--- config.mk ---
export PLATFORM = sky130hd
export DESIGN_NAME = regfile_mp_flat
export DESIGN_NICKNAME = d
export VERILOG_FILES = /design/src/rtl/regfile_pkg.sv /design/src/rtl/regfile_mp_if.sv /design/src/rtl/regfile_rdport.sv /design/src/rtl/regfile_mp.sv /design/src/flat_wrapper.sv
export SDC_FILE = /design/constraint.sdc
export NUM_CORES = 1
export LEC_CHECK = 0
export ABC_CLOCK_PERIOD_IN_PS = 4500
export BUFFER_PORTS_ARGS = -buffer_cell sky130_fd_sc_hd__buf_2
export CORE_MARGIN = 1
export CORE_UTILIZATION = 30
export CTS_CLUSTER_DIAMETER = 40
export CTS_CLUSTER_SIZE = 30
export DETAILED_ROUTE_END_ITERATION = 6
export PLACE_DENSITY = 0.51
export SETUP_SLACK_MARGIN = 0.5
export SLEW_MARGIN = 20
export SYNTH_ARGS = -nofsm -noshare
export SYNTH_HDL_FRONTEND = slang
export SYNTH_SLANG_ARGS = --single-unit
--- constraint.sdc ---
create_clock -name clk -period 4.5 [get_ports clk]
set_input_delay 0.45 -clock clk [delete_from_list [all_inputs] [get_ports clk]]
set_output_delay 0.45 -clock clk [all_outputs]
set_load 0.05 [all_outputs]
--- src/rtl/regfile_pkg.sv ---
// regfile_mp shared types and defaults.
// Sweep state encoding and parameter defaults.
package regfile_pkg;

  typedef enum logic {
    INIT = 1'b0,
    RUN  = 1'b1
  } state_e;

  localparam int XLEN_DEF  = 32;
  localparam int NREGS_DEF = 32;
  localparam int NRD_DEF   = 2;
  localparam int ZERO_REG  = 0;

endpackage

--- src/rtl/regfile_mp_if.sv ---
// regfile_mp port bundle.
// master drives requests, slave is the register file.
interface regfile_mp_if
  import regfile_pkg::*;
#(
  parameter int XLEN  = XLEN_DEF,
  parameter int NREGS = NREGS_DEF,
  parameter int NRD   = NRD_DEF
);

  localparam int AW = $clog2(NREGS);

  logic                clr_req;
  logic                ready;
  logic                wr_en;
  logic [AW-1:0]       wr_addr;
  logic [XLEN-1:0]     wr_data;
  logic [NRD-1:0]      rd_en;
  logic [NRD*AW-1:0]   rd_addr;
  logic [NRD*XLEN-1:0] rd_data;

  modport master (
    output clr_req,
    output wr_en,
    output wr_addr,
    output wr_data,
    output rd_en,
    output rd_addr,
    input  ready,
    input  rd_data
  );

  modport slave (
    input  clr_req,
    input  wr_en,
    input  wr_addr,
    input  wr_data,
    input  rd_en,
    input  rd_addr,
    output ready,
    output rd_data
  );

endinterface

--- src/rtl/regfile_rdport.sv ---
// One registered read port of regfile_mp.
// Zero-masking first, then write-first bypass, then array.
module regfile_rdport
  import regfile_pkg::*;
#(
  parameter  int XLEN  = XLEN_DEF,
  parameter  int NREGS = NREGS_DEF,
  localparam int AW    = $clog2(NREGS)
) (
  input  logic            clk,
  input  logic            rst_n,
  input  state_e          state,
  input  logic            en,
  input  logic [AW-1:0]   addr,
  input  logic            wr_ok,
  input  logic [AW-1:0]   wr_addr,
  input  logic [XLEN-1:0] wr_data,
  input  logic [XLEN-1:0] arr_val,
  output logic [XLEN-1:0] data
);

  localparam logic [AW:0]   NR = (AW+1)'(NREGS);
  localparam logic [AW-1:0] ZA = AW'(ZERO_REG);

  logic zero;
  logic byp;

  assign zero = (state == INIT)
             || (addr == ZA)
             || ({1'b0, addr} >= NR);

  assign byp = !zero && wr_ok
            && (wr_addr == addr);

  always_ff @(posedge clk or negedge rst_n) begin
    if (!rst_n) begin
      data <= '0;
    end else if (en) begin
      unique case (1'b1)
        zero:    data <= '0;
        byp:     data <= wr_data;
        default: data <= arr_val;
      endcase
    end
  end

endmodule

--- src/rtl/regfile_mp.sv ---
// Multi-port register file with x0, bypass and
// a zeroing sweep after reset or on clr_req.
module regfile_mp
  import regfile_pkg::*;
#(
  parameter int XLEN  = XLEN_DEF,
  parameter int NREGS = NREGS_DEF,
  parameter int NRD   = NRD_DEF
) (
  input logic         clk,
  input logic         rst_n,
  regfile_mp_if.slave bus
);

  localparam int            AW = $clog2(NREGS);
  localparam logic [AW:0]   NR = (AW+1)'(NREGS);
  localparam logic [AW-1:0] ZA = AW'(ZERO_REG);

  state_e                   state;
  logic [AW:0]              ptr;
  logic                     ready_q;
  logic                     sweep;
  logic                     wr_ok;
  logic [XLEN-1:0]          regs [NREGS];
  logic [NRD-1:0][XLEN-1:0] rd_q;

  // ptr==NR is the extra settle cycle before RUN
  assign sweep = (state == INIT)
              && (ptr != NR);

  assign wr_ok = (state == RUN)
              && bus.wr_en
              && (bus.wr_addr != ZA)
              && ({1'b0, bus.wr_addr} < NR);

  assign bus.ready   = ready_q;
  assign bus.rd_data = rd_q;

  always_ff @(posedge clk or negedge rst_n) begin
    if (!rst_n) begin
      state   <= INIT;
      ptr     <= '0;
      ready_q <= 1'b0;
    end else begin
      unique case (state)
        INIT: begin
          if (ptr == NR) begin
            state   <= RUN;
            ready_q <= 1'b1;
          end else begin
            ptr <= ptr + 1'b1;
          end
        end
        RUN: begin
          if (bus.clr_req) begin
            state   <= INIT;
            ptr     <= '0;
            ready_q <= 1'b0;
          end
        end
        default: state <= INIT;
      endcase
    end
  end

  always_ff @(posedge clk) begin
    if (sweep) begin
      regs[ptr[AW-1:0]] <= '0;
    end else if (wr_ok) begin
      regs[bus.wr_addr] <= bus.wr_data;
    end
  end

  for (genvar i = 0; i < NRD; i++) begin : g_rd
    logic [AW-1:0]   a;
    logic [XLEN-1:0] av;

    assign a  = bus.rd_addr[i*AW +: AW];
    assign av = ({1'b0, a} < NR) ? regs[a] : '0;

    regfile_rdport #(
      .XLEN  (XLEN),
      .NREGS (NREGS)
    ) u_rd (
      .clk     (clk),
      .rst_n   (rst_n),
      .state   (state),
      .en      (bus.rd_en[i]),
      .addr    (a),
      .wr_ok   (wr_ok),
      .wr_addr (bus.wr_addr),
      .wr_data (bus.wr_data),
      .arr_val (av),
      .data    (rd_q[i])
    );
  end

endmodule

--- src/flat_wrapper.sv ---
// flat-port wrapper written by rule: the top's interface ports become plain ports
module regfile_mp_flat import regfile_pkg::*;
#(
  parameter int XLEN  = XLEN_DEF,
  parameter int NREGS = NREGS_DEF,
  parameter int NRD   = NRD_DEF
)
  (clk, rst_n, bus_clr_req, bus_wr_en, bus_wr_addr, bus_wr_data, bus_rd_en, bus_rd_addr, bus_ready, bus_rd_data);
  regfile_mp_if #(.XLEN(XLEN), .NREGS(NREGS), .NRD(NRD)) bus_i ();
  input logic clk;
  input logic rst_n;
  input wire logic [$bits(bus_i.clr_req)-1:0] bus_clr_req;
  input wire logic [$bits(bus_i.wr_en)-1:0] bus_wr_en;
  input wire logic [$bits(bus_i.wr_addr)-1:0] bus_wr_addr;
  input wire logic [$bits(bus_i.wr_data)-1:0] bus_wr_data;
  input wire logic [$bits(bus_i.rd_en)-1:0] bus_rd_en;
  input wire logic [$bits(bus_i.rd_addr)-1:0] bus_rd_addr;
  output wire logic [$bits(bus_i.ready)-1:0] bus_ready;
  output wire logic [$bits(bus_i.rd_data)-1:0] bus_rd_data;
  assign bus_i.clr_req = bus_clr_req;
  assign bus_i.wr_en = bus_wr_en;
  assign bus_i.wr_addr = bus_wr_addr;
  assign bus_i.wr_data = bus_wr_data;
  assign bus_i.rd_en = bus_rd_en;
  assign bus_i.rd_addr = bus_rd_addr;
  assign bus_ready = bus_i.ready;
  assign bus_rd_data = bus_i.rd_data;
  regfile_mp #(.XLEN(XLEN), .NREGS(NREGS), .NRD(NRD)) u_core (.clk(clk), .rst_n(rst_n), .bus(bus_i));
endmodule
# ---- Word level (Yosys, flattened, before mapping)
# Memory sizes are Yosys's and may differ from the RTL's.
# Index checks and enable logic that the tools add are counted.
dict set report classes {
  add_sub_neg 1
  eq_ne 7
  n_mux 19
  bitwise_logic 1
  n_reduce_logical 17
}
# cell n
set ops {}
lappend ops {{one-hot mux 32 bit (2 select lines)} 2}
lappend ops {{two-way mux 32 bit} 1}
lappend ops {{OR reduction 32 bit} 1}
lappend ops {{two-way mux 6 bit} 2}
lappend ops {{one-hot mux 6 bit (2 select lines)} 1}
lappend ops {{equality test 5 bit} 2}
lappend ops {{logical NOT 5 bit} 2}
lappend ops {{two-way mux 1 bit} 10}
lappend ops {{logical AND 1 bit} 7}
lappend ops {{adder 6 x 1 -> 6 bit, second input constant} 1}
lappend ops {{equality test 6 bit, second input constant} 1}
lappend ops {{!= test 2 bit, second input constant} 3}
lappend ops {{!= test 6 bit, second input constant} 1}
lappend ops {{two-way mux 5 bit} 1}
lappend ops {{nonzero test 5 bit} 1}
lappend ops {{one-hot mux 1 bit (2 select lines)} 2}
lappend ops {{AND reduction 2 bit} 2}
lappend ops {{logical NOT 1 bit} 2}
lappend ops {{logical OR 1 bit} 2}
lappend ops {{NOT 1 bit} 1}
dict set report totals {
  ff_bits 72
  mem_bits_rw 1024
  input_bits 53
  memories 1
}
# memory words word_bits read_ports rd_ports_with_merged_regs write_ports line_no
set mem_list {}
lappend mem_list {u_core.regs 32 32 2 0 1 regfile_mp.sv:24} ;# logic [XLEN-1:0] regs [NREGS];

# ---- Depth between registers and ports, before layout
dict set report logic_depth {
  word_depth 7
  depth_mapped 10
}

# ---- By module
# From an unflattened synthesis, not the netlist that was laid out.
dict set report hier_totals {
  hier_cells 3727
  hier_area_um2 52436.5
}
# module instances cells_each area_per_inst_um2 seq_area_each_um2
set modules_own_cells {}
lappend modules_own_cells {regfile_mp 1 3491 49523.7 30949.7}
lappend modules_own_cells {regfile_rdport 2 118 1456.4 800.8}

# ---- Least setup slack after synthesis
# No wires, ideal clock.
dict set report synth_path {
  path_kind {in2reg}
  startpoint {input bus_wr_addr[3]}
  endpoint {memory u_core.regs[17][0] in the netlist's numbering (enable)}
  setup_ns 0.421
  arrival_ns 3.066
  t_required_ns 4.079
  setup_slack_ns 1.013
  cell_stages 9
  path_cell_list {buf_2 > nor2_1 > and3b_1 > buf_6 > nor2_1 > clkbuf_1 > o21ai_0 > nand2_1 > nor2_1}
}
dict set report synth_between {
  elab_chain_len 7
}
# item line_no
set synth_rtl {}
lappend synth_rtl {{start: declaration} flat_wrapper.sv:14} ;# input wire logic [$bits(bus_i.wr_addr)-1:0] bus_wr_addr;
lappend synth_rtl {{nonzero test 5 bit} regfile_mp.sv:33} ;# && (bus.wr_addr != ZA)
lappend synth_rtl {{logical AND 1 bit} regfile_mp.sv:33}
lappend synth_rtl {{two-way mux 1 bit} regfile_mp.sv:69} ;# end else if (wr_ok) begin
lappend synth_rtl {{two-way mux 1 bit} regfile_mp.sv:67} ;# if (sweep) begin
lappend synth_rtl {{two-way mux 1 bit (implied by the code)} regfile_mp.sv:70} ;# regs[bus.wr_addr] <= bus.wr_data;
lappend synth_rtl {{OR reduction 32 bit (no source line)} n/a}
lappend synth_rtl {{two-way mux 5 bit (no source line) / two-way mux 1 bit (equally long branches)} n/a}
lappend synth_rtl {{end: declaration} regfile_mp.sv:24}
# Parallel ways exist; a longest one is shown, timed or not.

# ---- Worst setup path in the final report
dict set report layout_path {
  startpoint {register u_core.state}
  endpoint {memory u_core.regs[16][26] in the netlist's numbering (enable)}
}
dict set report layout_between {
  elab_chain_len 7
}
# item line_no
set layout_rtl {}
lappend layout_rtl {{start: declaration} regfile_mp.sv:19} ;# state_e state;
lappend layout_rtl {{start signal: assignment} regfile_mp.sv:41} ;# state <= INIT;
lappend layout_rtl {{start signal: assignment} regfile_mp.sv:48} ;# state <= RUN;
lappend layout_rtl {{start signal: assignment} regfile_mp.sv:56} ;# state <= INIT;
lappend layout_rtl {{logical AND 1 bit} regfile_mp.sv:32} ;# && bus.wr_en
lappend layout_rtl {{logical AND 1 bit} regfile_mp.sv:33}
lappend layout_rtl {{two-way mux 1 bit} regfile_mp.sv:69}
lappend layout_rtl {{two-way mux 1 bit} regfile_mp.sv:67}
lappend layout_rtl {{two-way mux 1 bit (implied by the code)} regfile_mp.sv:70}
lappend layout_rtl {{OR reduction 32 bit (no source line)} n/a}
lappend layout_rtl {{two-way mux 5 bit (no source line) / two-way mux 1 bit (equally long branches)} n/a}
# Parallel ways exist; a longest one is shown, timed or not.

==> results.toml <==
[status]
status = "complete, no violations"

[layout]
instances_no_fill = 5377
drive_above_1_share_pct = 31.32
area_delta_synth_final_pct = 18.74
multi_input_area_mm2 = 0.01775
fillers = 15619
ff_latch_area_mm2 = 0.03255
final_common_cell = "edfxtp_1"
layout.nets = 3085
mostFrequentLayoutCells = "1,024 x edfxtp_1, 412 x mux4_2, 330 x mux2i_1"

[synth]
synth_cells = 2817
yosys-top-cells-area = "edfxtp_1 60%, mux4_2 18%, mux2i_1 6.5%"
synth_fp_nets = 2872
synth-main-ff-cell = "edfxtp_1"
synth-async-reset-ratio_pct = 6.569
ys_warn_count = 0
synth_top_area_share_pct = 60.06
synth.cell_area_mm2 = 0.05120
yosysSeqAreaShare_pct = 63.58
syn_area_per_cell_um2 = 18.18
synth_top_cell_by_area = "edfxtp_1"
synth_edf_count = 1024
synth.distinct_cells = 50
synth-seq-cells = 1096

[route]
wire_per_inst_um = 32.87
dr.first_iter.drc_count = 4045
drc_errors = 0
totalWireLength_um = 176800
routed_via_density = 5.784
firstDrtPassIters = 6
vias = 31101
route.antenna.remaining_nets = 0

[timing]
slew_violations = 0
hold_viol_final = 0
finalCriticalPeriod_ns = 3.382
fin_worst_skew_ns = 0.03125
fmax_mhz = 295.7
finalSetupTns_ns = 0
rsz0062_at_grt = "false"
setup_violations = 0
tightest_slew_ns = 1.221
period_share_pct = 75.16
slew-limit-headroom_pct = 18.41

[worst_setup_path]
cp.arrival_ns = 3.77
reg2regPathDepth = 7
cp-startpoint = "u_core.state"
critPathLaunchType = "flip-flop"
r2r_start = "u_core.state"
r2r_setup_slack_ns = 1.12
crit_path_end_kind = "flip-flop"
reg2reg_to = "u_core.regs[16][26]"
worstSetupPathType = "flip-flop to flip-flop"
cp_max_fo = 26
critPathRequiredTime_ns = 4.89

[power_and_ir_drop]
leakagePower_nw = 20.85
pwr-share-seq_pct = 42.9
power_frac_clock_pct = 40.8
netSwitchingFraction_pct = 28.83
power_frac_comb_pct = 16.3
switchingPower_mw = 8.743
p_int_mw = 21.58
power_density_mw_per_mm2 = 498.8
vdd_drop_max_mv = 0.3352

[die]
io_pins = 118
die-area_mm2 = 0.1723
die_w_um = 415.1
row_count = 151
fp.coreArea_mm2 = 0.1695
die_h_um = 415.1
initial_utilization_pct = 30.21

[cts]
cts.clk_slew.worst_paths_ns = 0.06
numCtsBuffers = 151
cts_sinks = 1096
clockRootBuffer = "clkbuf_16"
clkLatencyLatePin_ns = 0.78
clockBufferDepth = 3
ctsHoldBuffers = 28
cts_setup_buffers = 0
htreeDepth = 4
cts_tree = "built"
post_cts_resized = 0

[worst_hold_path]
hold_depth = 2
worstHoldEndpoint = "u_core.g_rd[0].u_rd.data[20]"
min_from = "bus_wr_data[20]"
hold_path.class = "input port to flip-flop"

[global_routing]
grt_pass1_wl_um = 248200
grt_usage_pct = 20.40
antenna_found_initial = 5
grt_max_degree = 72
grt_overflow = 0
first_global_vias = 31221

[place]
dp.cells = 5067
dp_hpwl_um = 105500
place_congestion = 0.8426
portBuffers = 117

[flow_run]
max_cap_viol_count = 0
[cell type report]
cell class                      instances  share of cell area (%)
Antenna cell                            1                0.004116
Clock buffer                          176                   6.647
Clock inverter                        105                   1.965
Inverter                               12                 0.07820
Multi-Input combinational cell       1476                   29.19
Sequential cell                      1096                   53.54
Tap cell                             2218                   4.565
Timing Repair Buffer                  293                   4.009
[sequential cells by signal, summed over array words and instances, names as in the netlist]
register	count
u_core.state	1
u_core.g_rd.u_rd.data	64
u_core.ptr	6
u_core.regs	1024
u_core.bus.ready	1
[worst max-delay path by stage]
| stage | slack [ns] | end | depth (start not counted) |
|---|---|---|---|
| 2_1_floorplan | 1.01 | u_core.regs[17][0] | 9 |
| 3_3_place_gp | 0.89 | u_core.regs[27][16] | 8 |
| 3_5_place_dp | 0.91 | u_core.regs[27][17] | 8 |
| 4_1_cts | 1.12 | u_core.regs[16][26] | 7 |
| 5_1_grt | 0.97 | u_core.regs[6][27] | 7 |
| 6_report | 1.12 | u_core.regs[16][26] | 7 |
[logic make-up (layout without fill, tap and decap cells)]
family / after synthesis / after routing / synth area share, %
DFF: 1096 / 1096 / 63.58
other: 0 / 1 / 0
buffers and inverters: 245 / 586 / 2.405
and+or+nand+nor: 317 / 317 / 2.964
AOI/OAI and AO/OA: 399 / 399 / 6.139
muxes: 746 / 746 / 24.66
adders and majority gates: 2 / 2 / 0.04887
xor gates and xnor gates: 12 / 12 / 0.2053
[power by group through the flow]
stage	sequential, mW	clock [mW]	combinational (mW)
global placement	13.2	0	4.88
global route	13.1	13.0	5.16
floorplan	13.2	0	2.50
finish	13.0	12.4	4.94
detailed placement	13.2	0	4.91
CTS	13.0	12.6	4.93
[worst max-delay path: stages (launching register included)]
cell	delay [ns]
dfrtp_1	0.45
buf_4	0.26
nand2_1	0.23
nor2_4	0.58
o22a_1	0.38
nand2_1	0.30
nor2_4	0.19
buf_4	0.55
[cells in the mapped netlist, drive strengths merged (9+ instances only)]
cell,instances
mux2i,330
a21oi,49
edfxtp,1024
dfrtp,72
o211ai,12
nor2b,35
a221oi,128
nand2b,17
o32a,11
mux4,412
o22ai,17
nor2,44
inv,12
and2,35
o21ai,17
a221o,36
nor3,29
xnor2,9
o21bai,19
buf,117
a22oi,62
clkbuf,116
o311ai,10
nand3,9
nand2,137
o22a,22
[metrics by stage]
stage | util, % | setup WS (ns) | hold slack, ns | cell area (um^2) | power (mW)
after global placement | 32.62 | 0.8855 | 0.5012 | 55270 | 18.08
after detailed placement | 32.62 | 0.9073 | 0.5048 | 55270 | 18.09
final | 35.87 | 1.118 | 0.04440 | 60800 | 30.33
after floorplan | - | 1.013 | 0.1544 | 51200 | 15.73
after global routing | 35.87 | 0.9695 | 0.03604 | 60800 | 31.24
after CTS | 35.87 | 1.120 | 0.003705 | 60790 | 30.49
[layer usage]
layer | vias to the layer above | part of all wire [%] | routed length, um | global-route usage [%]
met4 | 2 | 2.3 | 4043 | 5.656
li1 | 12446 | - | - | -
met1 | 16711 | 44 | 77720 | 29.18
met5 | - | 0.0045 | 8 | 0
met2 | 1680 | 43 | 75960 | 29.27
met3 | 262 | 11 | 19020 | 6.926
Note: power is estimated with default switching activity, not from simulation.
